**src/rtl/song_sequencer_if.sv**
```systemverilog
`default_nettype none
// ============================================================================
// Module   : song_sequencer_if
// Purpose  : Bundles the user controls, beat tick, song ROM port and the
//            voice-bank dispatch port of the song sequencer.
// Revision : 1.0 - initial release
// ============================================================================
interface song_sequencer_if #(
    parameter int NUM_VOICES = 3,
    parameter int SONG_LEN   = 32
) ();
    localparam int c_addr_w = 2 + $clog2(SONG_LEN);

    logic                  play;
    logic [1:0]            song;
    logic                  beat;
    logic [c_addr_w-1:0]   rom_addr;
    logic [15:0]           rom_dout;
    logic [5:0]            note_out;
    logic [5:0]            duration_out;
    logic [2:0]            meta_out;
    logic [NUM_VOICES-1:0] voice_load;
    logic                  busy;
    logic                  song_done;

    // Sequencer side
    modport master (
        input  play, song, beat, rom_dout,
        output rom_addr, note_out, duration_out, meta_out, voice_load,
               busy, song_done
    );

    // Controls, ROM and voice bank side
    modport slave (
        output play, song, beat, rom_dout,
        input  rom_addr, note_out, duration_out, meta_out, voice_load,
               busy, song_done
    );
endinterface
`default_nettype wire

```
**src/rtl/song_sequencer.sv**
```systemverilog
`default_nettype none
// ============================================================================
// Module   : song_sequencer
// Purpose  : Walks one song of the song ROM, splits entries into chord groups,
//            dispatches notes to the voices and holds each group for its
//            duration in beat ticks.
// Revision : 1.0 - initial release
// ============================================================================
module song_sequencer #(
    parameter int NUM_VOICES = 3,
    parameter int SONG_LEN   = 32
) (
    input  logic             clk,
    input  logic             reset,
    song_sequencer_if.master bus
);
    localparam int c_idx_w = $clog2(SONG_LEN);
    localparam int c_vp_w  = $clog2(NUM_VOICES + 1);
    localparam logic [c_idx_w-1:0] c_last_idx   = c_idx_w'(SONG_LEN - 1);
    localparam logic [c_idx_w-1:0] c_idx_one    = c_idx_w'(1);
    localparam logic [c_vp_w-1:0]  c_num_voices = c_vp_w'(NUM_VOICES);
    localparam logic [c_vp_w-1:0]  c_vp_one     = c_vp_w'(1);

    typedef enum logic [2:0] {
        ST_IDLE     = 3'd0,
        ST_FETCH    = 3'd1,
        ST_DISPATCH = 3'd2,
        ST_WAIT_DUR = 3'd3,
        ST_DONE     = 3'd4
    } state_t;

    state_t                r_state, w_state_d;
    logic [1:0]            r_song_q, w_song_d;
    logic [c_idx_w-1:0]    r_idx, w_idx_d;
    logic [c_vp_w-1:0]     r_vp, w_vp_d;
    logic [5:0]            r_dur_cnt, w_dur_d;
    logic                  r_play_q;
    logic [c_idx_w+1:0]    r_rom_addr;
    logic [5:0]            r_note, r_duration;
    logic [2:0]            r_meta;
    logic [NUM_VOICES-1:0] r_voice_load;
    logic                  r_song_done, w_song_done_d;
    logic                  w_load;

    // ROM word fields
    logic       w_adv;
    logic [5:0] w_note, w_dur;
    logic [2:0] w_meta;
    logic       w_last;

    assign w_adv  = bus.rom_dout[15];
    assign w_note = bus.rom_dout[14:9];
    assign w_dur  = bus.rom_dout[8:3];
    assign w_meta = bus.rom_dout[2:0];
    assign w_last = (r_idx == c_last_idx);

    // Next-state logic: song change first, then start/pause, then per-state flow
    always_comb begin
        w_state_d     = r_state;
        w_song_d      = r_song_q;
        w_idx_d       = r_idx;
        w_vp_d        = r_vp;
        w_dur_d       = r_dur_cnt;
        w_load        = 1'b0;
        w_song_done_d = 1'b0;
        if (r_state != ST_IDLE && bus.song != r_song_q) begin
            // Restart on the newly selected song, even while paused
            w_song_d  = bus.song;
            w_idx_d   = '0;
            w_vp_d    = '0;
            w_state_d = ST_FETCH;
        end else if (r_state == ST_IDLE) begin
            if (bus.play && !r_play_q) begin
                w_song_d  = bus.song;
                w_idx_d   = '0;
                w_vp_d    = '0;
                w_state_d = ST_FETCH;
            end
        end else if (bus.play) begin
            case (r_state)
                ST_FETCH: w_state_d = ST_DISPATCH;
                ST_DISPATCH: begin
                    // Notes beyond the last voice are dropped; vp saturates
                    if (w_note != 6'd0 && r_vp < c_num_voices) begin
                        w_load = 1'b1;
                        w_vp_d = r_vp + c_vp_one;
                    end
                    if (w_adv || w_last) begin
                        w_dur_d   = w_adv ? w_dur : 6'd0;
                        w_state_d = ST_WAIT_DUR;
                    end else begin
                        w_idx_d   = r_idx + c_idx_one;
                        w_state_d = ST_FETCH;
                    end
                end
                ST_WAIT_DUR: begin
                    if (r_dur_cnt == 6'd0) begin
                        w_vp_d = '0;
                        if (w_last) begin
                            w_state_d = ST_DONE;
                        end else begin
                            w_idx_d   = r_idx + c_idx_one;
                            w_state_d = ST_FETCH;
                        end
                    end else if (bus.beat) begin
                        w_dur_d = r_dur_cnt - 6'd1;
                    end
                end
                ST_DONE: begin
                    w_song_done_d = 1'b1;
                    w_idx_d       = '0;
                    w_state_d     = ST_IDLE;
                end
                default: w_state_d = ST_IDLE;
            endcase
        end
    end

    // State, counters and registered outputs
    always_ff @(posedge clk) begin
        if (reset) begin
            r_state      <= ST_IDLE;
            r_song_q     <= '0;
            r_idx        <= '0;
            r_vp         <= '0;
            r_dur_cnt    <= '0;
            r_play_q     <= 1'b0;
            r_rom_addr   <= '0;
            r_note       <= '0;
            r_duration   <= '0;
            r_meta       <= '0;
            r_voice_load <= '0;
            r_song_done  <= 1'b0;
        end else begin
            r_state      <= w_state_d;
            r_song_q     <= w_song_d;
            r_idx        <= w_idx_d;
            r_vp         <= w_vp_d;
            r_dur_cnt    <= w_dur_d;
            r_play_q     <= bus.play;
            r_song_done  <= w_song_done_d;
            r_voice_load <= w_load ? (NUM_VOICES'(1) << r_vp) : '0;
            if (w_load) begin
                r_note     <= w_note;
                r_duration <= w_dur;
                r_meta     <= w_meta;
            end
            // Address changes only on the edge entering FETCH
            if (w_state_d == ST_FETCH) begin
                r_rom_addr <= {w_song_d, w_idx_d};
            end
        end
    end

    assign bus.rom_addr     = r_rom_addr;
    assign bus.note_out     = r_note;
    assign bus.duration_out = r_duration;
    assign bus.meta_out     = r_meta;
    assign bus.voice_load   = r_voice_load;
    assign bus.song_done    = r_song_done;
    assign bus.busy         = (r_state != ST_IDLE);
endmodule
`default_nettype wire

```
**src/flat_wrapper.sv**
```systemverilog
// flat-port wrapper written by rule: the top's interface ports become plain ports
module song_sequencer_flat 
#(
    parameter int NUM_VOICES = 3,
    parameter int SONG_LEN   = 32
)
  (clk, reset, bus_play, bus_song, bus_beat, bus_rom_dout, bus_rom_addr, bus_note_out, bus_duration_out, bus_meta_out, bus_voice_load, bus_busy, bus_song_done);
  song_sequencer_if #(.NUM_VOICES(NUM_VOICES), .SONG_LEN(SONG_LEN)) bus_i ();
  input  logic clk;
  input  logic reset;
  input wire logic [$bits(bus_i.play)-1:0] bus_play;
  input wire logic [$bits(bus_i.song)-1:0] bus_song;
  input wire logic [$bits(bus_i.beat)-1:0] bus_beat;
  input wire logic [$bits(bus_i.rom_dout)-1:0] bus_rom_dout;
  output wire logic [$bits(bus_i.rom_addr)-1:0] bus_rom_addr;
  output wire logic [$bits(bus_i.note_out)-1:0] bus_note_out;
  output wire logic [$bits(bus_i.duration_out)-1:0] bus_duration_out;
  output wire logic [$bits(bus_i.meta_out)-1:0] bus_meta_out;
  output wire logic [$bits(bus_i.voice_load)-1:0] bus_voice_load;
  output wire logic [$bits(bus_i.busy)-1:0] bus_busy;
  output wire logic [$bits(bus_i.song_done)-1:0] bus_song_done;
  assign bus_i.play = bus_play;
  assign bus_i.song = bus_song;
  assign bus_i.beat = bus_beat;
  assign bus_i.rom_dout = bus_rom_dout;
  assign bus_rom_addr = bus_i.rom_addr;
  assign bus_note_out = bus_i.note_out;
  assign bus_duration_out = bus_i.duration_out;
  assign bus_meta_out = bus_i.meta_out;
  assign bus_voice_load = bus_i.voice_load;
  assign bus_busy = bus_i.busy;
  assign bus_song_done = bus_i.song_done;
  song_sequencer #(.NUM_VOICES(NUM_VOICES), .SONG_LEN(SONG_LEN)) u_core (.clk(clk), .reset(reset), .bus(bus_i));
endmodule
```
**config.mk**
```make
export PLATFORM = sky130hd
export DESIGN_NAME = song_sequencer_flat
export DESIGN_NICKNAME = d
export VERILOG_FILES = /design/src/rtl/song_sequencer_if.sv /design/src/rtl/song_sequencer.sv /design/src/flat_wrapper.sv
export SDC_FILE = /design/constraint.sdc
export NUM_CORES = 1
export LEC_CHECK = 0
export CORE_UTILIZATION = 50
export CTS_BUF_LIST = sky130_fd_sc_hd__clkbuf_2 sky130_fd_sc_hd__clkbuf_4 sky130_fd_sc_hd__clkbuf_8
export DETAILED_ROUTE_END_ITERATION = 12
export DONT_BUFFER_PORTS = 1
export GPL_TIMING_DRIVEN = 0
export PLACE_DENSITY = 0.68
export SYNTH_ARGS = -nofsm -noshare
export SYNTH_HDL_FRONTEND = slang
export SYNTH_SLANG_ARGS = --single-unit
```
**constraint.sdc**
```tcl
create_clock -name clk -period 2.35 [get_ports clk]
set_input_delay 0.47 -clock clk [delete_from_list [all_inputs] [get_ports clk]]
set_output_delay 0.47 -clock clk [all_outputs]
set_load 0.02 [all_outputs]
```
==> flow_summary.yaml, run 1 <==
outcome:
  status: "finished clean"
synth:
  postSynthAreaPerCell_um2: 8.30
  synthTopCellsByArea: "dfxtp_1 (39%), a21oi_1 (5.9%), nand3_1 (5.2%)"
  synthCells: 277
  yosysTopAreaCell: "dfxtp_1"
  ys_ff_latch: 45
  async_flop_share: 0
  yosysSeqAreaShare: 0.392
  ys_types: 55
  synth_area_um2: 2300
  synth_nets: 305
  yosysWarnings: 0
  synth_edf_count: 0
  synth.top_cell.area_share: 0.392
  synthFlopType: "dfxtp_1"
pwr:
  p_per_area_nw_per_um2: 582
  p_comb_frac: 0.133
  irDropWorstVdd_v: 0.000344
  power_frac_clock: 0.330
  p_leak_uw: 0.000828
  p_sw_uw: 426
  seq_power_share: 0.536
  switching_share: 0.288
  p_int_uw: 1050
detailed_routing:
  vias_per_cell: 6.19
  drc: 0
  via_count: 2085
  avgRoutedWirePerCell_um: 16.3
  wl_mm: 5.48
  first_pass_iters: 4
  drtIter0Drc: 179
  ant_nets: 0
critical_path:
  slowest_delay_ns: 0.47
  cp_cell_sequence: "ha_1 -> and3_4 -> ha_4 -> nor3_4 -> or4b_1 -> buf_2 -> or3_1 -> a31oi_1"
  required_ns: 2.57
  startpoint_type: "flip-flop"
  cp_max_fo: 8
  critPathArrivalTime_ns: 2.46
  critPathCaptureType: "flip-flop"
  critical_path_buf_inv_count: 1
  critPathKind: "flip-flop to flip-flop"
  cpLargestDelayFamily: "simple AND/OR/NAND/NOR gates"
  critPathSlowestCell: "or4b_1"
global_route:
  grt_pass1_vias: 1906
  antenna_found_initial: 0
  grt_overflow: 0
  grt_max_degree: 19
  grtUsageTotal: 0.234
  grt_pass1_wl_mm: 9.13
cts:
  cts_buffers: 5
  cts_root_buf: "clkbuf_8"
  cts.sinks: 45
  ctsHoldBuffers: 0
  cts_tree: "built"
  ctsHtreeMaxLevel: 2
  clockBufferDepth: 2
  path_clk_slew_ns: 0.09
  clock_latency_ns: 0.30
die:
  die_area_um2: 4870
  start_util: 0.524
  row_count: 24
  fp.dieW_um: 69.8
  coreArea_um2: 4380
  ios: 49
  die_h_um: 69.8
cells_and_area:
  nNetsFinal: 312
  mostFrequentLayoutCells: "dfxtp_1 (41), nand2_1 (31), a21oi_1 (27)"
  drive_above_1_share: 0.137
  layout_commonest_cell: "dfxtp_1"
  area_delta_synth_final_pct: 10.4
  finalInstanceArea_um2: 2540
  antennaDiodeCount: 0
  nFillCells: 435
sta:
  fmax_mhz: 446
  hold_viol: 0
  finalCritPeriodShare: 0.954
  slew_headroom: 0.524
  period_needed_ns: 2.24
  slew_violations: 0
  grt_setup_unrepaired: "false"
  worst_pin_slew_ns: 0.707
  whs_ns: 0.242
  finClkSkew_ns: 0.00813
  finalSetupViolCount: 0
job:
  drv_cap: 0
place:
  dp_hpwl_mm: 4.07
  io_buffers: 0
  gp_congestion: 0.923
  placed_area_um2: 2360
hold_path:
  hold_class: "input port to flip-flop"
worst register-to-register path, delay by kind of cell (launching register included):
family / cells / cell delay [ns]
and+or+nand+nor: 4 / 1.11
adders and majority gates: 2 / 0.38
DFF: 1 / 0.36
AOI/OAI and AO/OA: 1 / 0.16
buffers and inverters: 1 / 0.18
power groups by stage:
stage	clock, µW	sequential [µW]	combinational (µW)
after global placement	0	812	181
after floorplan	0	810	142
after global routing	529	795	218
after CTS	497	794	189
final	488	793	197
after detailed placement	0	812	182
layout make-up:
cell class	count	area [µm²]	share of cell area
multi-input combinational	207	1370	0.540
sequential	45	908	0.358
clock buffer	5	68.8	0.0271
tap	52	65.1	0.0256
buffer	14	58.8	0.0232
inverter	10	37.5	0.0148
clock inverter	3	21.3	0.00838
timing repair buffer	1	7.51	0.00296
cell usage after synthesis, types with 5 or more instances:
master	number
inv_1	9
a21oi_1	27
o21ai_0	12
nand2_1	32
dfxtp_1	45
nor3_1	7
nand3_1	24
clkbuf_1	12
nor2_1	21
ha_1	6
a211oi_1	5
repair_timing:
item / in CTS / in global routing
gates resized for setup: 5 / 14
setup endpoints to repair: 18 / 28
setup buffers: 1 / 0
pin swaps: 0 / 1
final timing paths:
| check | start | to | slack, ns | cells past startpoint |
|---|---|---|---|---|
| setup / recovery | u_core.r_idx[1]$_SDFF_PP0_ | u_core.r_dur_cnt[0]$_SDFFE_PP0P_ | 0.11 | 8 |
| hold reg to reg | u_core.r_song_q[0]$_SDFF_PP0_ | u_core.r_song_q[0]$_SDFF_PP0_ | 0.50 | 2 |
| setup reg to reg | u_core.r_idx[1]$_SDFF_PP0_ | u_core.r_dur_cnt[0]$_SDFFE_PP0P_ | 0.11 | 8 |
| hold / removal | reset | u_core.r_song_q[0]$_SDFF_PP0_ | 0.24 | 1 |
routing by layer:
metal	wire (µm)	GRT usage	up-vias	share of wire
met5	0	0	-	0
met4	42	0.0756	0	0.0077
met3	447	0.0799	4	0.082
met2	2610	0.384	63	0.48
met1	2380	0.288	985	0.43
li1	-	-	1033	-
state kept, by name, summed over array words and instances (netlist names), 3 cells and up:
| signal | flops |
|---|---|
| u_core.bus.rom_addr | 7 |
| u_core.bus.duration_out | 6 |
| u_core.bus.note_out | 6 |
| u_core.r_dur_cnt | 6 |
| u_core.r_idx | 5 |
| u_core.bus.meta_out | 3 |
| u_core.bus.voice_load | 3 |
| u_core.r_state | 3 |
logic make-up after synthesis:
family	count (synthesis)	synth area share
simple gates	124	0.286
fa+ha+maj	6	0.0327
flops	45	0.392
mux	3	0.0142
xor+xnor	2	0.0142
buf+inv	25	0.0435
compound gates	72	0.218
stage by stage:
step                      total power [µW]  TNS (ns)  std cells   util  worst slack [ns]
after global placement                 993     -2.09        329  0.539            -0.173
final                                 1480         0        337  0.579             0.109
after floorplan                        951         0        277      -             0.168
after CTS                             1480         0        337  0.569            0.0204
after detailed placement               994     -2.10        329  0.539            -0.167
after global routing                  1540         0        337  0.579           0.00780
Power figures use the tool's default switching activity.
==> inputs of run 2 (changes only) <==
- CORE_MARGIN: unset -> 10
- clock period: 2.35 -> 1.8 ns (I/O delays scaled with it)
==> run 2 against run 1 <==
Net effect:
- the flow now finishes with violations (negative setup slack)
- sequential power is 31% higher
- clock power is 34% higher
- utilization rose by 9.6 points
- flip-flop and latch count stayed put
- combinational power increased by 78%
- register-to-register slack got worse by 0.37 ns
- setup slack lost 0.37 ns
- power is 38% higher
- count of clock-buffer cells in the layout unchanged
- non-clock buffer count up 31
- die area rose by 58%
- critical endpoint is now u_core.bus.rom_addr[1]$_SDFFE_PP0N_
- highest routed layer unchanged
==> flow_summary.yaml, run 2 (synthesized netlist as in run 1, its figures left out) <==
outcome:
  status: "finished, violations left"
  violations: "negative setup slack"
global_route:
  antenna_found_initial: 0
  grt_pass1_wl_mm: 10.9
  grt_pass1_vias: 2178
  grt_max_degree: 16
  grt_overflow: 0
  grtUsageTotal: 0.175
cells_and_area:
  final_util: 0.675
  drive_above_1_share: 0.323
  mostFrequentLayoutCells: "dfxtp_1 (39), buf_4 (34), nand2_1 (30)"
  nNetsFinal: 343
  antennaDiodeCount: 0
  layout_commonest_cell: "dfxtp_1"
  area_delta_synth_final_pct: 29.7
  fin_cells: 368
  largest_reg_flops: 7
detailed_routing:
  ant_nets: 0
  vias_per_cell: 6.18
  first_pass_iters: 4
  via_count: 2273
  wl_mm: 7.04
  drtIter0Drc: 99
  avgRoutedWirePerCell_um: 19.1
  drc: 0
critical_path:
  cp_max_fo: 5
  slowest_delay_ns: 0.33
  cpLargestDelayFamily: "simple AND/OR/NAND/NOR gates"
  reg2reg_slack_ns: -0.26
  critPathCaptureType: "flip-flop"
  timing.rr.end: "u_core.bus.rom_addr[1]$_SDFFE_PP0N_"
  critPathArrivalTime_ns: 2.28
  timing.rr.start: "u_core.r_dur_cnt[1]$_SDFFE_PP0P_"
  startpoint_type: "flip-flop"
  critPathSlowestCell: "dfxtp_2"
  critical_path_buf_inv_count: 2
  critPathKind: "flip-flop to flip-flop"
  cp_cell_sequence: "inv_2 -> ha_4 -> nor3b_4 -> buf_4 -> nand4b_1 -> a211oi_2 -> nand2_1 -> a311oi_2"
  required_ns: 2.02
  r2r_cells: 8
pwr:
  irDropWorstVdd_v: 0.000498
  p_comb_frac: 0.172
  seq_power_share: 0.509
  p_leak_uw: 0.00103
  power_frac_clock: 0.320
  switching_share: 0.303
  p_int_uw: 1420
  p_sw_uw: 617
  p_per_area_nw_per_um2: 684
  design_power_total_uw: 2040
sta:
  period_needed_ns: 2.06
  slew_headroom: 0.615
  finalCritPeriodShare: 1.15
  fmax_mhz: 485
  slew_violations: 0
  finClkSkew_ns: 0.00880
  setup_ws_ns: -0.261
  hold_viol: 0
  grt_setup_unrepaired: "true"
  worst_pin_slew_ns: 0.578
  whs_ns: 0.121
  finalSetupViolCount: 18
die:
  row_count: 24
  die_h_um: 87.8
  ios: 49
  die_area_um2: 7710
  start_util: 0.521
  fp.dieW_um: 87.8
  coreArea_um2: 4410
cts:
  clock_latency_ns: 0.31
  ctsHoldBuffers: 0
  ctsHtreeMaxLevel: 2
  cts.sinks: 45
  cts_buffers: 5
  path_clk_slew_ns: 0.09
  cts_tree: "built"
  cts_root_buf: "clkbuf_8"
  clockBufferDepth: 2
job:
  drv_cap: 0
hold_path:
  min_path_cells: 1
  hold_class: "input port to flip-flop"
  min_to: "u_core.r_play_q$_SDFF_PP0_"
  hold_start: "reset"
place:
  place_ws_ns: -0.508
  gp_congestion: 0.895
  place_inst: 329
  io_buffers: 0
  dp_hpwl_mm: 4.74
run 2: cell count changes in the layout (fill, tap and decap cells not counted), sizes merged:
cell  change
buf      +31
run 2: power by group through the flow:
stage               sequential [µW]  clock, µW  combinational (µW)
floorplan                      1060          0                 208
global placement               1060          0                 262
detailed placement             1060          0                 265
CTS                            1040        657                 309
global route                   1040        700                 372
finish                         1040        652                 350
run 2: final cells by class:
type	instances	area (µm²)
Tap cell	52	65.1
Clock buffer	5	68.8
Fill cell	364	1430
Clock inverter	3	21.3
Inverter	10	37.5
Sequential cell	45	913
Buffer	13	67.6
Multi-Input combinational cell	207	1560
Timing Repair Buffer	33	248
run 2: worst max path at each step:
stage                                                 from                                  end  slack [ns]  cells past startpoint
after floorplan                 u_core.r_idx[0]$_SDFF_PP0_     u_core.r_dur_cnt[0]$_SDFFE_PP0P_       -0.24                      8
after global placement        u_core.r_state[2]$_SDFF_PP0_  u_core.bus.meta_out[2]$_SDFFE_PP0N_       -0.53                      8
after detailed placement                          bus_play  u_core.bus.voice_load[0]$_SDFF_PP0_       -0.51                      6
after CTS                       u_core.r_idx[1]$_SDFF_PP0_     u_core.r_dur_cnt[0]$_SDFFE_PP0P_       -0.24                      7
after global routing      u_core.r_dur_cnt[0]$_SDFFE_PP0P_  u_core.bus.rom_addr[1]$_SDFFE_PP0N_       -0.35                      8
final                     u_core.r_dur_cnt[1]$_SDFFE_PP0P_  u_core.bus.rom_addr[1]$_SDFFE_PP0N_       -0.26                      8
run 2: through the flow:
step | instance area (µm²) | setup TNS, ns
floorplan | 2400 | -1.01
global placement | 2470 | -12.02
detailed placement | 2470 | -12.03
CTS | 2810 | -2.89
global route | 2980 | -4.67
finish | 2980 | -3.09
run 2: layer usage:
layer | routed length (µm) | vias up | global-route usage
met3 | 784 | 14 | 0.0696
met2 | 3400 | 79 | 0.296
met5 | 0 | - | 0
met1 | 2710 | 1080 | 0.194
li1 | - | 1100 | -
met4 | 153 | 0 | 0.0594
run 2: what timing repair did:
item | 4_1_cts | 5_1_grt
resized for setup | 34 | 18
pin swaps | 10 | 11
setup buffers | 20 | 14
setup endpoints to repair | 39 | 32
==> inputs of run 3 (changes only) <==
- CORE_UTILIZATION: 50 -> 65
- CTS_CLUSTER_DIAMETER: unset -> 60
- PLACE_DENSITY: 0.68 -> 0.81
- clock period: 1.8 -> 2.15 ns (I/O delays scaled with it)
==> run 3 against run 2 <==
Net effect:
- combinational power down 34%
- critical endpoint is now u_core.bus.rom_addr[6]$_SDFFE_PP0N_
- die area shrank 18%
- global-route usage is 1.7 points higher
- critical path depth is 1 lower
- the run now ends clean
- setup slack improved by 0.29 ns
==> flow_summary.yaml, run 3 (synthesized netlist as in run 1, its figures left out) <==
outcome:
  status: "finished clean"
cts:
  clock_latency_ns: 0.38
  ctsHoldBuffers: 0
  path_clk_slew_ns: 0.14
  clockBufferDepth: 2
  cts_tree: "built"
  cts_buffers: 5
  ctsHtreeMaxLevel: 2
  cts_root_buf: "clkbuf_4"
  cts.sinks: 45
cells_and_area:
  area_delta_synth_final_pct: 15.1
  nFillCells: 257
  multi_input_area_um2: 1420
  mostFrequentLayoutCells: "dfxtp_1 (39), nand2_1 (31), a21oi_1 (26)"
  finalInstanceArea_um2: 2650
  nNetsFinal: 324
  antennaDiodeCount: 0
  layout_commonest_cell: "dfxtp_1"
  drive_above_1_share: 0.199
  largest_reg_flops: 7
  fin_cells: 343
  ff_latch_area_um2: 911
critical_path:
  timing.rr.end: "u_core.bus.rom_addr[6]$_SDFFE_PP0N_"
  critPathArrivalTime_ns: 2.41
  reg2reg_slack_ns: 0.03
  r2r_cells: 7
  critPathCapture: "u_core.bus.rom_addr[6]$_SDFFE_PP0N_"
  critPathKind: "flip-flop to flip-flop"
  startpoint_type: "flip-flop"
  critPathCaptureType: "flip-flop"
  timing.rr.start: "u_core.r_idx[1]$_SDFF_PP0_"
  cp_max_fo: 3
  required_ns: 2.44
  startpoint: "u_core.r_idx[1]$_SDFF_PP0_"
sta:
  finalCritPeriodShare: 0.988
  finClkSkew_ns: 0.0114
  worst_pin_slew_ns: 0.717
  fmax_mhz: 471
  hold_viol: 0
  whs_ns: 0.107
  setup_ws_ns: 0.0259
  slew_headroom: 0.518
  finalSetupViolCount: 0
  setup-tns-final_ns: 0
  slew_violations: 0
  period_needed_ns: 2.12
global_route:
  grt.met3_usage: 0.0800
  grt_pass1_wl_mm: 9.69
  use_met2: 0.315
  grt_overflow: 0
  grt_pass1_vias: 2022
  grtUsageTotal: 0.192
  grt_max_degree: 16
  antenna_found_initial: 0
  met1_usage: 0.213
  top_usage_layer: "met2"
place:
  placed_area_um2: 2380
  dp_hpwl_mm: 4.37
  io_buffers: 0
  gp_congestion: 0.880
  place_ws_ns: -0.338
  place_inst: 323
die:
  fp.dieW_um: 79.5
  row_count: 21
  coreArea_um2: 3390
  start_util: 0.678
  die_h_um: 79.5
  ios: 49
  die_area_um2: 6310
detailed_routing:
  ant_nets: 0
  via_count: 2172
  vias_per_cell: 6.33
  drtIter0Drc: 170
  drc: 0
  avgRoutedWirePerCell_um: 18.0
  first_pass_iters: 4
  wl_mm: 6.19
pwr:
  p_per_area_nw_per_um2: 578
  p_leak_uw: 0.000879
  irDropWorstVdd_v: 0.000469
job:
  drv_cap: 0
hold_path:
  hold_class: "input port to flip-flop"
  min_path_cells: 1
## run 3: cell types whose count changed in the layout (fill, tap and decap cells not counted), moves of 3 or more
cell / delta
buf_4: -20
o311ai_1: -4
clkbuf_1: +3
o21ai_0: +7
o311ai_0: +4
clkbuf_8: -5
o21ai_1: -5
a311oi_1: +3
clkbuf_4: +4
a311oi_2: -3
## run 3: worst min-delay path by stage
stage	startpoint	slack (ns)	endpoint
global route	reset	0.09	u_core.r_play_q$_SDFF_PP0_
global placement	u_core.r_song_q[0]$_SDFF_PP0_	0.49	u_core.r_song_q[0]$_SDFF_PP0_
detailed placement	u_core.r_dur_cnt[3]$_SDFFE_PP0P_	0.49	u_core.r_dur_cnt[3]$_SDFFE_PP0P_
floorplan	u_core.r_vp[1]$_SDFFE_PP0P_	0.46	u_core.bus.voice_load[1]$_SDFF_PP0_
CTS	reset	0.09	u_core.r_song_q[0]$_SDFF_PP0_
finish	reset	0.11	u_core.r_song_q[0]$_SDFF_PP0_
## run 3: routing by layer
metal	part of all wire	vias up	wire length, µm
met3	0.10	15	618
met4	0.024	0	151
met5	0	-	0
met1	0.41	1020	2510
met2	0.47	74	2910
li1	-	1063	-
## run 3: timing repair
action,4_1_cts,5_1_grt
hold endpoints to repair,0,0
gates resized for setup,14,16
pin swaps,6,5
cloned,0,0
setup buffers,12,2
endpoints found under the setup margin,23,23
## run 3: through the flow
stage / util / total power (µW)
2_1_floorplan: - / 1040
3_3_place_gp: 0.701 / 1090
3_5_place_dp: 0.701 / 1090
4_1_cts: 0.762 / 1520
5_1_grt: 0.781 / 1590
6_report: 0.781 / 1530
## run 3: power by group
group / switching, µW / total [µW] / internal (µW)
sequential: 21.9 / 870 / 848
clock: 301 / 430 / 130
combinational: 149 / 230 / 81.2
## run 3: cell type report
class                      instances  area share
sequential                        45       0.344
timing repair buffer              14      0.0411
buffer                            13      0.0208
clock buffer                       5      0.0142
tap                               46      0.0217
clock inverter                     3     0.00804
multi-input combinational        207       0.536
inverter                          10      0.0142
## run 3: worst max-delay path, cell delays in order, from the launching register on
cell and delay (ns):
dfxtp_2 0.38, ha_4 0.14, and3_4 0.20, ha_1 0.18, nand3_1 0.16, a2111o_1 0.45
nand3_1 0.17, mux2_2 0.35
